<file path="src/rtl/stim_player.sv">
`default_nettype none
// ============================================================================
// Module   : stim_player
// Purpose  : Programmable stimulus sequencer for board-style I/O. Replays a
//            table of up to DEPTH {sw,key} vectors, each held for its own
//            dwell count, onto sw_out/key_out. Synthesizable, so the same
//            sequences can drive on-chip self-test as well as sim benches.
// Ports    : clk, rst_n              - clock (rising edge), async active-low reset
//            wr_en/wr_addr/wr_sw/
//            wr_key/wr_dwell         - table write port (accepted in IDLE only)
//            num_steps, loop_en      - playback length / wrap, sampled at start
//            start, stop             - begin / abort playback
//            sw_out, key_out         - driven vector
//            step_idx                - index of entry currently on outputs
//            busy, done, wr_err      - status (done/wr_err are 1-cycle pulses)
// Config   : STIM_PLAYER_TRACE_EN    - when defined, prints each vector load
//            and each completion (simulation only; no effect on behaviour)
// Revision : 1.0 - initial release
// ============================================================================
module stim_player #(
  parameter int SW_W    = 18,
  parameter int KEY_W   = 4,
  parameter int DEPTH   = 16,
  parameter int DWELL_W = 8,
  parameter int AW      = $clog2(DEPTH)
) (
  input  logic               clk,
  input  logic               rst_n,
  input  logic               wr_en,
  input  logic [AW-1:0]      wr_addr,
  input  logic [SW_W-1:0]    wr_sw,
  input  logic [KEY_W-1:0]   wr_key,
  input  logic [DWELL_W-1:0] wr_dwell,
  input  logic [AW:0]        num_steps,
  input  logic               loop_en,
  input  logic               start,
  input  logic               stop,
  output logic [SW_W-1:0]    sw_out,
  output logic [KEY_W-1:0]   key_out,
  output logic [AW-1:0]      step_idx,
  output logic               busy,
  output logic               done,
  output logic               wr_err
);

  // num_steps is AW+1 bits wide, so DEPTH itself is always representable.
  localparam logic [AW:0] c_depth = (AW+1)'(DEPTH);

  typedef enum logic [0:0] {
    S_IDLE = 1'b0,
    S_PLAY = 1'b1
  } state_t;

  state_t               r_state;
  logic [AW:0]          r_n;
  logic                 r_loop;
  logic [DWELL_W-1:0]   r_cnt;
  logic [AW-1:0]        r_idx;
  logic [SW_W-1:0]      r_sw_out;
  logic [KEY_W-1:0]     r_key_out;
  logic                 r_busy;
  logic                 r_done;
  logic                 r_wr_err;

  logic [SW_W-1:0]      r_tbl_sw    [DEPTH];
  logic [KEY_W-1:0]     r_tbl_key   [DEPTH];
  logic [DWELL_W-1:0]   r_tbl_dwell [DEPTH];

  logic [AW:0]          w_n_start;
  logic                 w_is_last;
  logic                 w_load;
  logic [AW-1:0]        w_load_idx;
  logic                 w_finish;
  logic [DWELL_W-1:0]   w_load_cnt;

  // ------------------------------------------------------------------------
  // Vector table: writable only while idle; cleared by reset.
  // ------------------------------------------------------------------------
  always_ff @(posedge clk or negedge rst_n) begin
    if (!rst_n) begin
      for (int i = 0; i < DEPTH; i++) begin
        r_tbl_sw[i]    <= '0;
        r_tbl_key[i]   <= '0;
        r_tbl_dwell[i] <= '0;
      end
    end else if (wr_en && (r_state == S_IDLE)) begin
      r_tbl_sw[wr_addr]    <= wr_sw;
      r_tbl_key[wr_addr]   <= wr_key;
      r_tbl_dwell[wr_addr] <= wr_dwell;
    end
  end

  // ------------------------------------------------------------------------
  // Sequencing decisions. The step compare is done in AW+1 bits so that a
  // full-depth table (n == DEPTH) does not alias to index 0.
  // ------------------------------------------------------------------------
  always_comb begin
    w_n_start  = (num_steps > c_depth) ? c_depth : num_steps;
    w_is_last  = ({1'b0, r_idx} == (r_n - 1'b1));
    w_load     = 1'b0;
    w_load_idx = '0;
    w_finish   = 1'b0;
    case (r_state)
      S_IDLE: begin
        if (start) begin
          if (num_steps != '0) w_load   = 1'b1;
          else                 w_finish = 1'b1;
        end
      end
      S_PLAY: begin
        if (!stop && (r_cnt == '0)) begin
          if (!w_is_last) begin
            w_load     = 1'b1;
            w_load_idx = r_idx + 1'b1;
          end else if (r_loop) begin
            w_load     = 1'b1;
          end else begin
            w_finish   = 1'b1;
          end
        end
      end
      default: ;
    endcase
    // A zero dwell is treated as one cycle, so the counter preload is
    // max(dwell,1)-1.
    w_load_cnt = (r_tbl_dwell[w_load_idx] == '0) ? '0
               : (r_tbl_dwell[w_load_idx] - 1'b1);
  end

  // ------------------------------------------------------------------------
  // Playback FSM with registered outputs.
  // ------------------------------------------------------------------------
  always_ff @(posedge clk or negedge rst_n) begin
    if (!rst_n) begin
      r_state   <= S_IDLE;
      r_n       <= '0;
      r_loop    <= 1'b0;
      r_cnt     <= '0;
      r_idx     <= '0;
      r_sw_out  <= '0;
      r_key_out <= '0;
      r_busy    <= 1'b0;
      r_done    <= 1'b0;
      r_wr_err  <= 1'b0;
    end else begin
      r_done   <= w_finish;
      r_wr_err <= wr_en && (r_state == S_PLAY);

      case (r_state)
        S_IDLE: begin
          if (start) begin
            r_n    <= w_n_start;
            r_loop <= loop_en;
            if (num_steps != '0) begin
              r_state <= S_PLAY;
              r_busy  <= 1'b1;
            end
          end
        end
        S_PLAY: begin
          if (stop) begin
            // Abort: current vector stays on the outputs, no done pulse.
            r_state <= S_IDLE;
            r_busy  <= 1'b0;
          end else if (r_cnt != '0) begin
            r_cnt <= r_cnt - 1'b1;
          end else if (w_finish) begin
            r_state <= S_IDLE;
            r_busy  <= 1'b0;
          end
        end
        default: begin
          r_state <= S_IDLE;
          r_busy  <= 1'b0;
        end
      endcase

      if (w_load) begin
        r_sw_out  <= r_tbl_sw[w_load_idx];
        r_key_out <= r_tbl_key[w_load_idx];
        r_idx     <= w_load_idx;
        r_cnt     <= w_load_cnt;
      end
    end
  end

  assign sw_out   = r_sw_out;
  assign key_out  = r_key_out;
  assign step_idx = r_idx;
  assign busy     = r_busy;
  assign done     = r_done;
  assign wr_err   = r_wr_err;

`ifdef STIM_PLAYER_TRACE_EN
`ifndef SYNTHESIS
  always @(posedge clk) begin
    if (rst_n && w_load)
      $display("stim_player: t=%0t step=%0d sw=%h key=%b", $time, w_load_idx,
               r_tbl_sw[w_load_idx], r_tbl_key[w_load_idx]);
    if (rst_n && w_finish)
      $display("stim_player: done");
  end
`endif
`endif

endmodule
`default_nettype wire

</file>
<file path="config.mk">
export PLATFORM = sky130hd
export DESIGN_NAME = stim_player
export DESIGN_NICKNAME = d
export VERILOG_FILES = /design/src/rtl/stim_player.sv
export SDC_FILE = /design/constraint.sdc
export NUM_CORES = 1
export LEC_CHECK = 0
export ABC_AREA = 1
export CAP_MARGIN = 20
export CORE_MARGIN = 2
export CORE_UTILIZATION = 50
export DETAILED_ROUTE_END_ITERATION = 8
export GPL_ROUTABILITY_DRIVEN = 1
export PLACE_DENSITY = 0.67
export REMOVE_ABC_BUFFERS = 1
export SKIP_LAST_GASP = 1
export SLEW_MARGIN = 20
export SYNTH_ARGS = -nofsm -noshare
export SYNTH_HDL_FRONTEND = slang
export SYNTH_SLANG_ARGS = --single-unit
</file>
<file path="constraint.sdc">
create_clock -name clk -period 3.5 [get_ports clk]
set_clock_uncertainty 0.15 [all_clocks]
set_input_delay 0.525 -clock clk [delete_from_list [all_inputs] [get_ports clk]]
set_output_delay 0.525 -clock clk [all_outputs]
set_load 0.02 [all_outputs]
</file>
# == Yosys cells after proc, flatten, opt, wreduce, memory -nomap -nowiden ==
# Index checks and enable logic that the tools add are counted.
# classes
n_addsub,4
multipliers,0
div_mod_pow,0
n_lt_le_gt_ge,4
eq_ne,6
n_shift,0
mux,49
n_bitwise,3
reduce_logical,14
# op_table
op,n
$bwmux 288,1
$bwmux 128,1
$bmux 18 s4,1
$demux 18 s4,1
$bwmux 64,1
$mux 8,8
$mux 18,3
$bmux 8 s4,1
$demux 8 s4,1
$mux 4,6
$mux 1,18
$bmux 4 s4,1
$demux 4 s4,1
$logic_not 8->1,2
$sub 8x1->8 const B,2
$ge 5x5->1 const B,2
$not 4->5,2
$pmux 1 s2,4
$reduce_bool 8->1,1
$eq 4x5->1,1
$gt 5x5->1 const B,1
$lt 5x1->1 const B,1
$mux 5,1
$reduce_bool 5->1,1
other kinds (13),18
# totals
register_bits,524
latchBits,0
mem_bits_rw,0
rom_bits,0
in_bits,45
out_inout_bits,29
elab_cells,138
memories,0

# == Logic depth before layout (Yosys ltp) ==
# depth
depth_word,12
depth_mapped,25
mapped_depth_nobuf,24

# == Worst setup path before layout ==
# No wires, ideal clock.
# synth_timing
path_kind,register to register
from,register r_n[0]
to,register r_cnt[1]
setup_ns,0.119
t_arrival_ns,2.687
required_time_ns,3.231
path_slack_ns,0.545
path_stages_with_launch,25
n_path_buf,2
synth_period_minus_slack_ns,2.955
cell_sequence,dfrtp_1 inv_1 ha_1 nand2_1 inv_1 nor2_1 nand3_1 nor2_2 nand2_4 nand3_2 buf_6 buf_4 nand2_1 nand3_1 nand3_1 nand3_1 nand2_1 inv_1 ha_1 inv_1 nor2_2 nand2_2 nor2_4 nor3_1 o21a_1
# synth_via
elab_chain_cells,12
word_cells_on_any_way,20
classes_between,add/sub: 2; eq/ne: 2; mux: 11; bitwise: 1; reduce/logical: 4
# synth_rtl
element,line,source
"start, declared",55,logic [AW:0] r_n;
"start signal, assigned",152,r_n <= w_n_start;
$sub 5x1->5 (*),99,"w_is_last = ({1'b0, r_idx} == (r_n - 1'b1));"
$eq 4x5->1 (*),99,
$mux 4,112,if (!w_is_last) begin
$mux 4,111,if (!stop && (r_cnt == '0)) begin
$mux 4,103,case (r_state)
$not 4->5 (implied by the code),"126, 127",
$bmux 8 s4,"126, 127",
$mux 8 (implied by the code) (2 in series),"126, 127",
$sub 8x1->8 / $logic_not 8->1 (equally long branches),"127, 126",
$mux 8,126,w_load_cnt = (r_tbl_dwell[w_load_idx] == '0) ? '0
$mux 8,178,if (w_load) begin
"end signal, assigned",166,r_cnt <= r_cnt - 1'b1;
"end signal, assigned",182,r_cnt <= w_load_cnt;
"end, declared",57,logic [DWELL_W-1:0] r_cnt;
# Every way passes the cells marked *; elsewhere a longest branch is shown, timed or not. The select of a mux whose other input is x is not followed.
# A chain may end at the register's enable or synchronous reset.

# == Worst setup path in the final report ==
# layout_timing
from,register r_n[0]
to,"register r_sw_out[4], in the netlist sw_out[4]"
# layout_via
elab_chain_cells,9
word_cells_on_any_way,12
classes_between,add/sub: 1; eq/ne: 1; mux: 9; bitwise: 1
# layout_rtl
element,line,source
$sub 5x1->5 (*),99,
$eq 4x5->1 (*),99,
$mux 4,112,
$mux 4,111,
$mux 4,103,
$not 4->5 (implied by the code),179,r_sw_out <= r_tbl_sw[w_load_idx];
$bmux 18 s4,179,
$mux 18 (implied by the code) (2 in series),179,
"end signal, assigned",179,
"end, declared",59,logic [SW_W-1:0] r_sw_out;
# Marked as above.

==> reports/summary.md <==
The capture point of the worst path was sw_out[4]. In the layout the commonest cells are 771 x sky130_fd_sc_hd__nand2_1, 532 x sky130_fd_sc_hd__o21ai_0, 524 x sky130_fd_sc_hd__dfrtp_1, 150 x sky130_fd_sc_hd__inv_1, 101 x sky130_fd_sc_hd__nand3_1. In the synthesized netlist, the number of instances is 2896. In this run, the number of DRC markers left after iteration 0 of detailed routing was 2096. Leaving out fill and tap cells, the most frequent cell in the layout is sky130_fd_sc_hd__nand2_1.

The number of failing hold endpoints at the final stage came out at 0. Dominant cell type by area after synthesis: sky130_fd_sc_hd__dfrtp_1. Using the TritonRoute via totals, the vias-per-cell ratio works out to 5.75.

The worst-case IR drop observed on VDD is 407 uV. The repair_antennas step left the layout with diodes totalling 0. The number of antenna violations at the first check in global routing is 0, and the number of cells traversed by the worst register-to-register path is 16.

The worst endpoint data arrival time is 3.63 ns. For the final estimated routing congestion in global placement, the log shows 0.895. The placed instances occupy a cell area of 0.0257 sq mm.

The worst hold path passes through 3 cells. The cell area that synthesis handed to floorplanning was 0.0245 sq mm. Of the available clock period, the critical path in the final layout requires 94.6%. Row generation in the floorplan step produced 81 rows.

Signal routing reaches up to met4. The logic depth of the worst path, buffers included was 16; the final wirelength was 67700 microns. The slew at the pin closest to its max-slew limit was 0.848 ns. The tools report the global routing usage summed across all routing layers as 27.2%. The wire-length estimate of the detail-placed layout is 37200 microns. After routing, the total negative slack on setup checks comes to 0 ns. From left edge to right edge, the die measures 225 microns.

In this run the biggest area consumer among cell types represents 53.6% of the synthesized area. The setup path with the least slack is of type flop to flop. In this run, synthesis produced a sequential element count of 524.

By area the synthesized netlist is led by sky130_fd_sc_hd__dfrtp_1 54%, sky130_fd_sc_hd__nand2_1 12%, sky130_fd_sc_hd__o21ai_0 11%. Entering global routing, the biggest net connects 90 pins. The routed layout has 20411 vias. The number of H-tree levels is 2.

Wire segments on met2 add up to 32100 microns in the final route. The minimum period implied by the final worst setup slack works out to 3.31 ns. In the final layout, flip-flops and latches occupy 0.0131 sq mm.

The number of global-route vias before repair is 19826. The core region is 0.0486 sq mm. The clock transition time at the flip-flop clock pins of the worst setup and hold paths is 0.06 ns. Startpoint type of the worst setup path: a flop.

The worst stage delay on the critical path was 0.41 ns. The tools report the count of max-cap constraint violations as 0. The number of buffers added by the clock tree synthesis step was 56. The clock passes through at most 3 buffers.

Dividing the synthesized area by the synthesized cell count gives 8.45 sq um. The final setup violation count came out at 0. The root buffer cell chosen for the clock tree is sky130_fd_sc_hd__clkbuf_16. Of all nets on the critical path, the largest fanout is 28.

STA classifies the critical path endpoint as a flop. The count of buffers added on input and output ports is 73. The flow ran to the end, and the final reports show no timing, DRC or antenna violations.

In the detailed route, the total length drawn on met3 is 4020 microns. In the routed design, unresolved DRC markers number 0. The share of the Yosys chip area taken by registers is 53.6%. Broken down by cell family, the worst path's largest delay share belongs to simple AND/OR/NAND/NOR gates.

The first global-routing pass estimated 109000 microns of wire. Clock latency on the worst-skew pair, taken at its later pin, is 0.61 ns. In this run the remaining antenna-violating nets after routing total 0.

The slack of the worst reg-to-reg path is 0.19 ns. With fillers left out, the area of the finished cells amounts to 0.0277 sq mm. Yosys printed 0 warnings. Timing would allow up to 0.302 GHz. The die outline area was 0.0507 sq mm; the worst path required time was 3.82 ns. The total overflow left after global routing is 0.

The count of pins over their slew limit is 0. Dividing total power by cell area gives a power density of 623 mW/mm^2. After filler insertion, the fill cell instance count of the layout stands at 4349. Traced cell by cell, the critical path runs through inv_2 > ha_2 > nor2_1 > nor2_1 > nand3_1 > nor2_2 > nand2_4 > buf_12 > buf_12 > nand3_2 > buf_4 > or2_2 > a31oi_1 > nand2_1 > o211ai_1 > a31oi_1. For this run, the leading register cell type out of synthesis is sky130_fd_sc_hd__dfrtp_1. For this design, the slowest cell found on the critical path is sky130_fd_sc_hd__dfrtp_1. Measured against its own limit, the worst slew margin works out to 43.4%. Tracing the worst setup path back leads to its startpoint at r_n[0]. CTS saw 524 sinks. The tools report the startpoint of the worst register-to-register path as r_n[0]. The length of routed wiring on met1 was 30100 microns; the effective utilization at floorplan was 50.3%. After detailed routing, the average wire length per cell comes to 19.1 microns. Yosys mapped the design onto 39 distinct sky130hd cell types. The critical register-to-register path endpoint is sw_out[4]. The class of the most critical hold timing path was primary input to flop. The area overhead of the layout relative to synthesis works out to 13.4%.

Together, buffers and inverters on the worst path number 4. The share of async-settable or async-resettable flops after synthesis is 100%, and the top-level port count is 74. The die extent in y is 225 microns, and the number of flops mapped to enable cells by yosys is 0. The number of detailed-route iterations in the first pass was 5; the area of combinational cells with multiple inputs was 0.00981 sq mm. The net count of the finished layout is 2937, and the standby leakage power is 0.0135 uW. TritonCTS built the clock tree. Total power for the finished layout comes to 17300 uW.

The ratio of cells with drive above 1 in the final layout came out at 10.4%.
-- state kept, by name, indices dropped and copies added, names as in the netlist --
signal	count
r_loop	1
r_tbl_key	64
wr_err	1
r_cnt	8
done	1
step_idx	4
r_state	1
r_n	5
r_tbl_sw	288
r_tbl_dwell	128
sw_out	18
busy	1
key_out	4
-- layer usage --
metal	track usage, %	up-vias
li1	-	9573
met1	37.7	10088
met2	45.2	652
met3	3.90	98
met4	7.05	0
met5	0	-
-- cells in the mapped netlist, drive strengths merged (6+ instances only) --
| library cell | count |
|---|---|
| a21oi | 58 |
| a31oi | 66 |
| buf | 57 |
| clkbuf | 170 |
| dfrtp | 524 |
| inv | 167 |
| mux2i | 44 |
| nand2 | 796 |
| nand3 | 104 |
| nand4 | 53 |
| nor2 | 62 |
| nor3 | 6 |
| o211ai | 44 |
| o21ai | 588 |
| o21bai | 46 |
| or2 | 90 |
| xor2 | 6 |
-- final cells by class --
type | count | share of cell area, %
clock inverter | 21 | 0.744
multi-input combinational | 1978 | 35.4
inverter | 169 | 2.32
clock buffer | 79 | 5.69
sequential | 524 | 47.3
tap | 622 | 2.80
timing repair buffer | 159 | 5.82
-- worst min-delay path by stage --
stage | start | to | slack, ns
floorplan | rst_n | busy | 0.08
global placement | r_tbl_sw[93] | r_tbl_sw[93] | 0.31
detailed placement | r_tbl_sw[74] | r_tbl_sw[74] | 0.32
finish | loop_en | r_loop | 0.31
CTS | loop_en | r_loop | 0.29
global route | loop_en | r_loop | 0.33
-- kinds of logic after synthesis --
group,Yosys count,synth area share (%)
AOI/OAI and AO/OA,808,17.9
xor gates and xnor gates,7,0.250
adders and majority gates,4,0.204
buffers and inverters,396,6.69
DFF,524,53.6
muxes,44,1.80
and+or+nand+nor,1113,19.6
-- worst reg2reg max path, stage by stage (launching register included) --
cell and delay [ns]:
sky130_fd_sc_hd__dfrtp_1 0.41, sky130_fd_sc_hd__inv_2 0.09, sky130_fd_sc_hd__ha_2 0.27, sky130_fd_sc_hd__nor2_1 0.10, sky130_fd_sc_hd__nor2_1 0.05, sky130_fd_sc_hd__nand3_1 0.09
sky130_fd_sc_hd__nor2_2 0.05, sky130_fd_sc_hd__nand2_4 0.14, sky130_fd_sc_hd__buf_12 0.14, sky130_fd_sc_hd__buf_12 0.09, sky130_fd_sc_hd__nand3_2 0.33, sky130_fd_sc_hd__buf_4 0.41
sky130_fd_sc_hd__or2_2 0.33, sky130_fd_sc_hd__a31oi_1 0.22, sky130_fd_sc_hd__nand2_1 0.08, sky130_fd_sc_hd__o211ai_1 0.09, sky130_fd_sc_hd__a31oi_1 0.12
-- repair_timing --
| action | CTS | global route |
|---|---|---|
| setup endpoints to repair | 0 | 22 |
| hold buffers | 1 | 0 |
| buffers inserted | 0 | 16 |
| resized for setup | 0 | 17 |
| endpoints found under the hold margin | 76 | 0 |
-- power breakdown --
part | internal (uW) | switching [uW] | leakage [uW]
Combinational | 1370 | 1770 | 0.00593
Clock | 3350 | 2440 | 0.000877
Sequential | 7540 | 826 | 0.00673
-- per-stage QoR --
step,worst slack [ns],hold slack [ns],utilization (%),std cells
2_1_floorplan,-2.96,0.0794,-,2669
3_3_place_gp,0.0646,0.308,52.9,3433
3_5_place_dp,-0.0763,0.316,52.9,3433
4_1_cts,0.106,0.285,56.6,3534
5_1_grt,-0.0177,0.334,57.0,3552
6_report,0.189,0.313,57.0,3552
No activity file was read; power rests on OpenSTA's default activity.
==> variant 1, RTL diff (config.mk and constraints unchanged) <==
Remove the register `r_wr_err`: a continuous assignment takes its place, so the output `wr_err` follows one clock earlier.
--- a/src/rtl/stim_player.sv
+++ b/src/rtl/stim_player.sv
@@ -141,10 +141,8 @@
       r_key_out <= '0;
       r_busy    <= 1'b0;
       r_done    <= 1'b0;
-      r_wr_err  <= 1'b0;
     end else begin
       r_done   <= w_finish;
-      r_wr_err <= wr_en && (r_state == S_PLAY);
 
       case (r_state)
         S_IDLE: begin
@@ -184,6 +182,8 @@
     end
   end
 
+  assign r_wr_err = wr_en && (r_state == S_PLAY);
+
   assign sw_out   = r_sw_out;
   assign key_out  = r_key_out;
   assign step_idx = r_idx;
Check against the original RTL: not equivalent (Yosys sat finds a counterexample within 4 cycles, from zero or initial values and one cycle with rst_n low).
==> variant 1 against the unedited design <==
Synthesized cell count hardly changed; design area rose by 0.97%; wire length rose by 2.5%; highest routed layer unchanged; critical path depth up 6; power is 2.2% higher; worst setup slack improved by 0.014 ns; area after synthesis decreased by 0.10%; sequential cell count down 1.
==> variant 1: results (changes against the unedited design) <==
status:
  status: "complete, no violations"
place:
  gp_congestion: 0.871  # -2.7%
  portBuffers: 73  # unchanged
  place_area_um2: 25700  # about the same
  dpl.cell_count: 3432  # -0.029%
  pre_cts_ws_ns: -0.000417  # +0.0759 ns
  dpl.hpwl_mm: 37.9  # +1.8%
detailed_routing:
  routed_wirelength_mm: 69.4  # +2.5%
  wl_met3_mm: 4.48  # +11%
  m1WireLength_mm: 30.2  # +0.18%
  route.met2.wl_mm: 32.6  # +1.4%
  drt_iter0_drc: 1990  # -5.1%
  drt_first_pass_iters: 5  # unchanged
  vias: 20593  # +0.89%
pwr:
  power_density_nw_per_um2: 631  # +1.2%
  ir_worst_vdd_v: 0.000384  # -5.7%
  p_leak_nw: 13.7  # +1.0%
cells_and_area:
  seq_area_um2: 13100  # -0.19%
  final_cells: 3561  # +0.25%
  fillers: 4327  # -0.51%
  multi_input_area_um2: 9830  # +0.15%
  drive_gt1_share_pct: 11.1  # +0.68 points
  multi_input_gates: 1976  # -0.10%
  buffers_excl_clock: 166  # +4.4%
  clkbuf_count: 88  # +11%
  clkCellAreaFrac_pct: 6.87  # +0.44 points
  top_register: "r_tbl_sw"
  buffer_area_share_pct: 6.25  # +0.43 points
global_route:
  met1_usage_pct: 38.7  # +1.0 points
  grt_max_degree: 103  # +14%
  use_met3_pct: 3.06  # -0.83 points
  grt_util_met2_pct: 45.1  # -0.060 points
  grt_usage_pct: 27.8  # +0.62 points
  first_global_vias: 20020  # +0.98%
  antenna_found_initial: 0  # unchanged
  grt_pass1_wl_mm: 111  # +1.8%
worst_setup_path:
  worstPathArrival_ns: 3.64  # about the same
  slowest_delay_ns: 0.39  # -0.02 ns
  cpMaxStageDelayCell: "dfrtp_1"
  path_max_fanout: 12  # -57%
clock_network:
  cts_resized: 0  # unchanged
  clk_path_buf_depth: 3  # unchanged
  ctsHoldBuffers: 1  # unchanged
  h-tree-depth: 2  # unchanged
  cts_made_buffers: 56  # unchanged
synthesis:
  yosys.area_share.xor_xnor_pct: 0.251  # +0.00026 points
  ys_seq_area_share_pct: 53.5  # about the same
  syn_inst: 2895  # -0.035%
  synth_area_leaders: "dfrtp_1 54%, nand2_1 12%, o21ai_0 11%, clkbuf_1 2.6%, inv_1 2.3%"
  yosys.area_share.adder_pct: 0.205  # +0.00021 points
  synthTopCellsByCount: "788 x nand2_1, 536 x o21ai_0, 523 x dfrtp_1"
  synth.area.mux_share_pct: 1.80  # +0.0018 points
  ys_ff_latch: 523  # -0.19%
  synth_compound_area_share_pct: 17.9  # +0.018 points
  synth_top_area_share_pct: 53.5  # about the same
worst_hold_path:
  hp-class: "input pin to asynchronous set/reset pin"
sta:
  worstMarginPinSlew_ns: 0.873  # +0.0250 ns
[variant 1: cell types whose count changed after synthesis, sizes merged]
cell / unedited run / this run
dfrtp: 524 / 523
[variant 1: power by group]
part	total (W)	internal [W]	leakage [nW]	switching, W
sequential	0.00834	0.00752	6.72	0.000816
combinational	0.00320	0.00138	6.00	0.00181
clock	0.00613	0.00367	0.957	0.00247
total	0.0177	0.0126	13.7	0.00510
[variant 1: path summary, 6_finish.rpt]
check | cells past startpoint | endpoint | slack, ns | startpoint
hold / removal | 2 | r_n[1] | 0.32 | rst_n
setup / recovery | 22 | r_cnt[7] | 0.20 | r_n[0]
setup reg to reg | 22 | r_cnt[7] | 0.20 | r_n[0]
min in group clk | 2 | r_tbl_sw[224] | 0.33 | r_tbl_sw[224]
max in group asynchronous | 3 | r_tbl_sw[67] | 1.83 | rst_n
hold reg to reg | 2 | r_tbl_sw[224] | 0.33 | r_tbl_sw[224]
==> variant 2, RTL diff (config.mk and constraints unchanged) <==
Made on the original files. The parameter `DWELL_W` goes from 8 to 10.
--- a/src/rtl/stim_player.sv
+++ b/src/rtl/stim_player.sv
@@ -21,7 +21,7 @@
   parameter int SW_W    = 18,
   parameter int KEY_W   = 4,
   parameter int DEPTH   = 16,
-  parameter int DWELL_W = 8,
+  parameter int DWELL_W = 10,
   parameter int AW      = $clog2(DEPTH)
 ) (
   input  logic               clk,
Ports: changed (resized wr_dwell); port bits go from 74 to 76. No check against the original RTL was run, so the function may have changed too.
==> variant 2 against the unedited design <==
Clock power up 13%; largest cell class unchanged; wire length up 11%; worst setup slack better by 0.0078 ns; largest power group unchanged; sequential cell count up 34; design area up 7.3%; area after synthesis up 4.6%; power up 8.2%; maximum frequency up 0.24%.
==> variant 2: results (changes against the unedited design) <==
pwr:
  p_clk_share_pct: 35.0  # +1.5 points
  p_int_w: 0.0133  # +8.8%
  sequentialPower_w: 0.00894  # +6.9%
  p_leak_nw: 13.8  # +2.2%
  ir_worst_vdd_v: 0.000418  # +2.7%
detailed_routing:
  vias: 22554  # +10%
  routedWlPerCell_um: 19.3  # +1.2%
  drt_iter0_drc: 2448  # +17%
  routed_wirelength_mm: 75.4  # +11%
  drt_first_pass_iters: 6  # +1
sta:
  max-slew-margin-rel_pct: 36.6  # -6.9 points
  hold-worst-slack_ns: 0.295  # -0.0181 ns
worst_hold_path:
  hold_end: "wr_err"
  hp-class: "input pin to flip-flop"
  hold_start: "wr_en"
synthesis:
  ys_seq_area_share_pct: 54.5  # +0.97 points
  synth_area_leaders: "dfrtp_1 55%, nand2_1 14%, o21ai_0 11%, nand3_1 4.1%, clkbuf_1 2.7%"
  yosys.area_share.adder_pct: 0.244  # +0.040 points
  syn_inst: 3175  # +9.6%
  synth.area.mux_share_pct: 0  # -1.8 points
  yosys.area_share.xor_xnor_pct: 0.342  # +0.092 points
  synthTopCellsByCount: "960 x nand2_1, 558 x dfrtp_1, 538 x o21ai_0"
  synth_compound_area_share_pct: 15.3  # -2.6 points
  synth_cell_types: 33  # -15%
worst_setup_path:
  path_max_fanout: 36  # +29%
  worstReg2RegEnd: "sw_out[3]"
  r2r_cells: 18  # +2
  reg2reg_slack_ns: 0.20
  worstPathArrival_ns: 3.65  # +0.02 ns
cells_and_area:
  reg_top3: "r_tbl_sw: 288 flops, r_tbl_dwell: 160 flops, r_tbl_key: 64 flops"
  fillers: 4451  # +2.3%
  drive_gt1_share_pct: 8.68  # -1.7 points
clock_network:
  clk_latency_ns: 0.64  # +0.03 ns
  cts_made_buffers: 59  # +5.4%
  cts_resized: 1  # +1
  clk_path_buf_depth: 3  # unchanged
global_route:
  grt_max_degree: 99  # +10%
  grt_usage_pct: 28.8  # +1.6 points
  grt_pass1_wl_mm: 121  # +11%
place:
  portBuffers: 75  # +2.7%
  place_area_um2: 27600  # +7.1%
  gp_congestion: 0.895  # about the same
  pre_cts_ws_ns: -0.109  # -0.0330 ns
  dpl.hpwl_mm: 41.7  # +12%
  dpl.cell_count: 3800  # +11%
status:
  status: "complete, no violations"
-- variant 2: cell types whose count changed after synthesis, sizes merged, moves of 49 or more --
cell / delta
nand2: +164
nand3: +110
o22ai: +87
or2: -85
nor2: +67
a31oi: -65
nor3: +62
a21oi: +50
o21ai: -49
-- variant 2: cell type report --
cell class,count,share of cell area (%)
Sequential cell,558,46.9
Multi-Input combinational cell,2204,34.3
Timing Repair Buffer,203,6.90
Clock buffer,82,5.62
Tap cell,672,2.83
Inverter,169,2.17
Clock inverter,23,1.24
-- variant 2: metal layers --
| metal | track usage (%) | vias up | routed length [um] |
|---|---|---|---|
| li1 | - | 10533 | - |
| met4 | 10.2 | 0 | 2240 |
| met1 | 38.9 | 10958 | 31900 |
| met5 | 0 | - | 0 |
| met2 | 48.1 | 915 | 36200 |
| met3 | 3.26 | 148 | 5120 |
-- variant 2: worst max path at each step --
stage / slack [ns] / start / endpoint / cells past startpoint
3_3_place_gp: -0.05 / stop / r_cnt[4] / 17
6_report: 0.20 / r_n[0] / sw_out[3] / 18
3_5_place_dp: -0.11 / stop / r_cnt[3] / 17
4_1_cts: 0.005 / r_n[0] / r_cnt[3] / 22
5_1_grt: -0.04 / r_n[0] / r_cnt[7] / 24
2_1_floorplan: -8.48 / step_idx[0] / r_cnt[7] / 15
-- variant 2: critical path, cell delays in order (launching register included) --
cell,delay (ns)
dfrtp_1,0.41
inv_2,0.09
ha_2,0.28
nor2_1,0.10
nor2_1,0.05
nand3_1,0.09
nor2_2,0.05
nand2_4,0.16
buf_8,0.20
nand3_4,0.10
buf_4,0.22
buf_4,0.23
buf_12,0.21
o22ai_1,0.17
nand2_1,0.08
a21oi_1,0.17
nor3_1,0.06
nor3_1,0.26
nor2_1,0.06
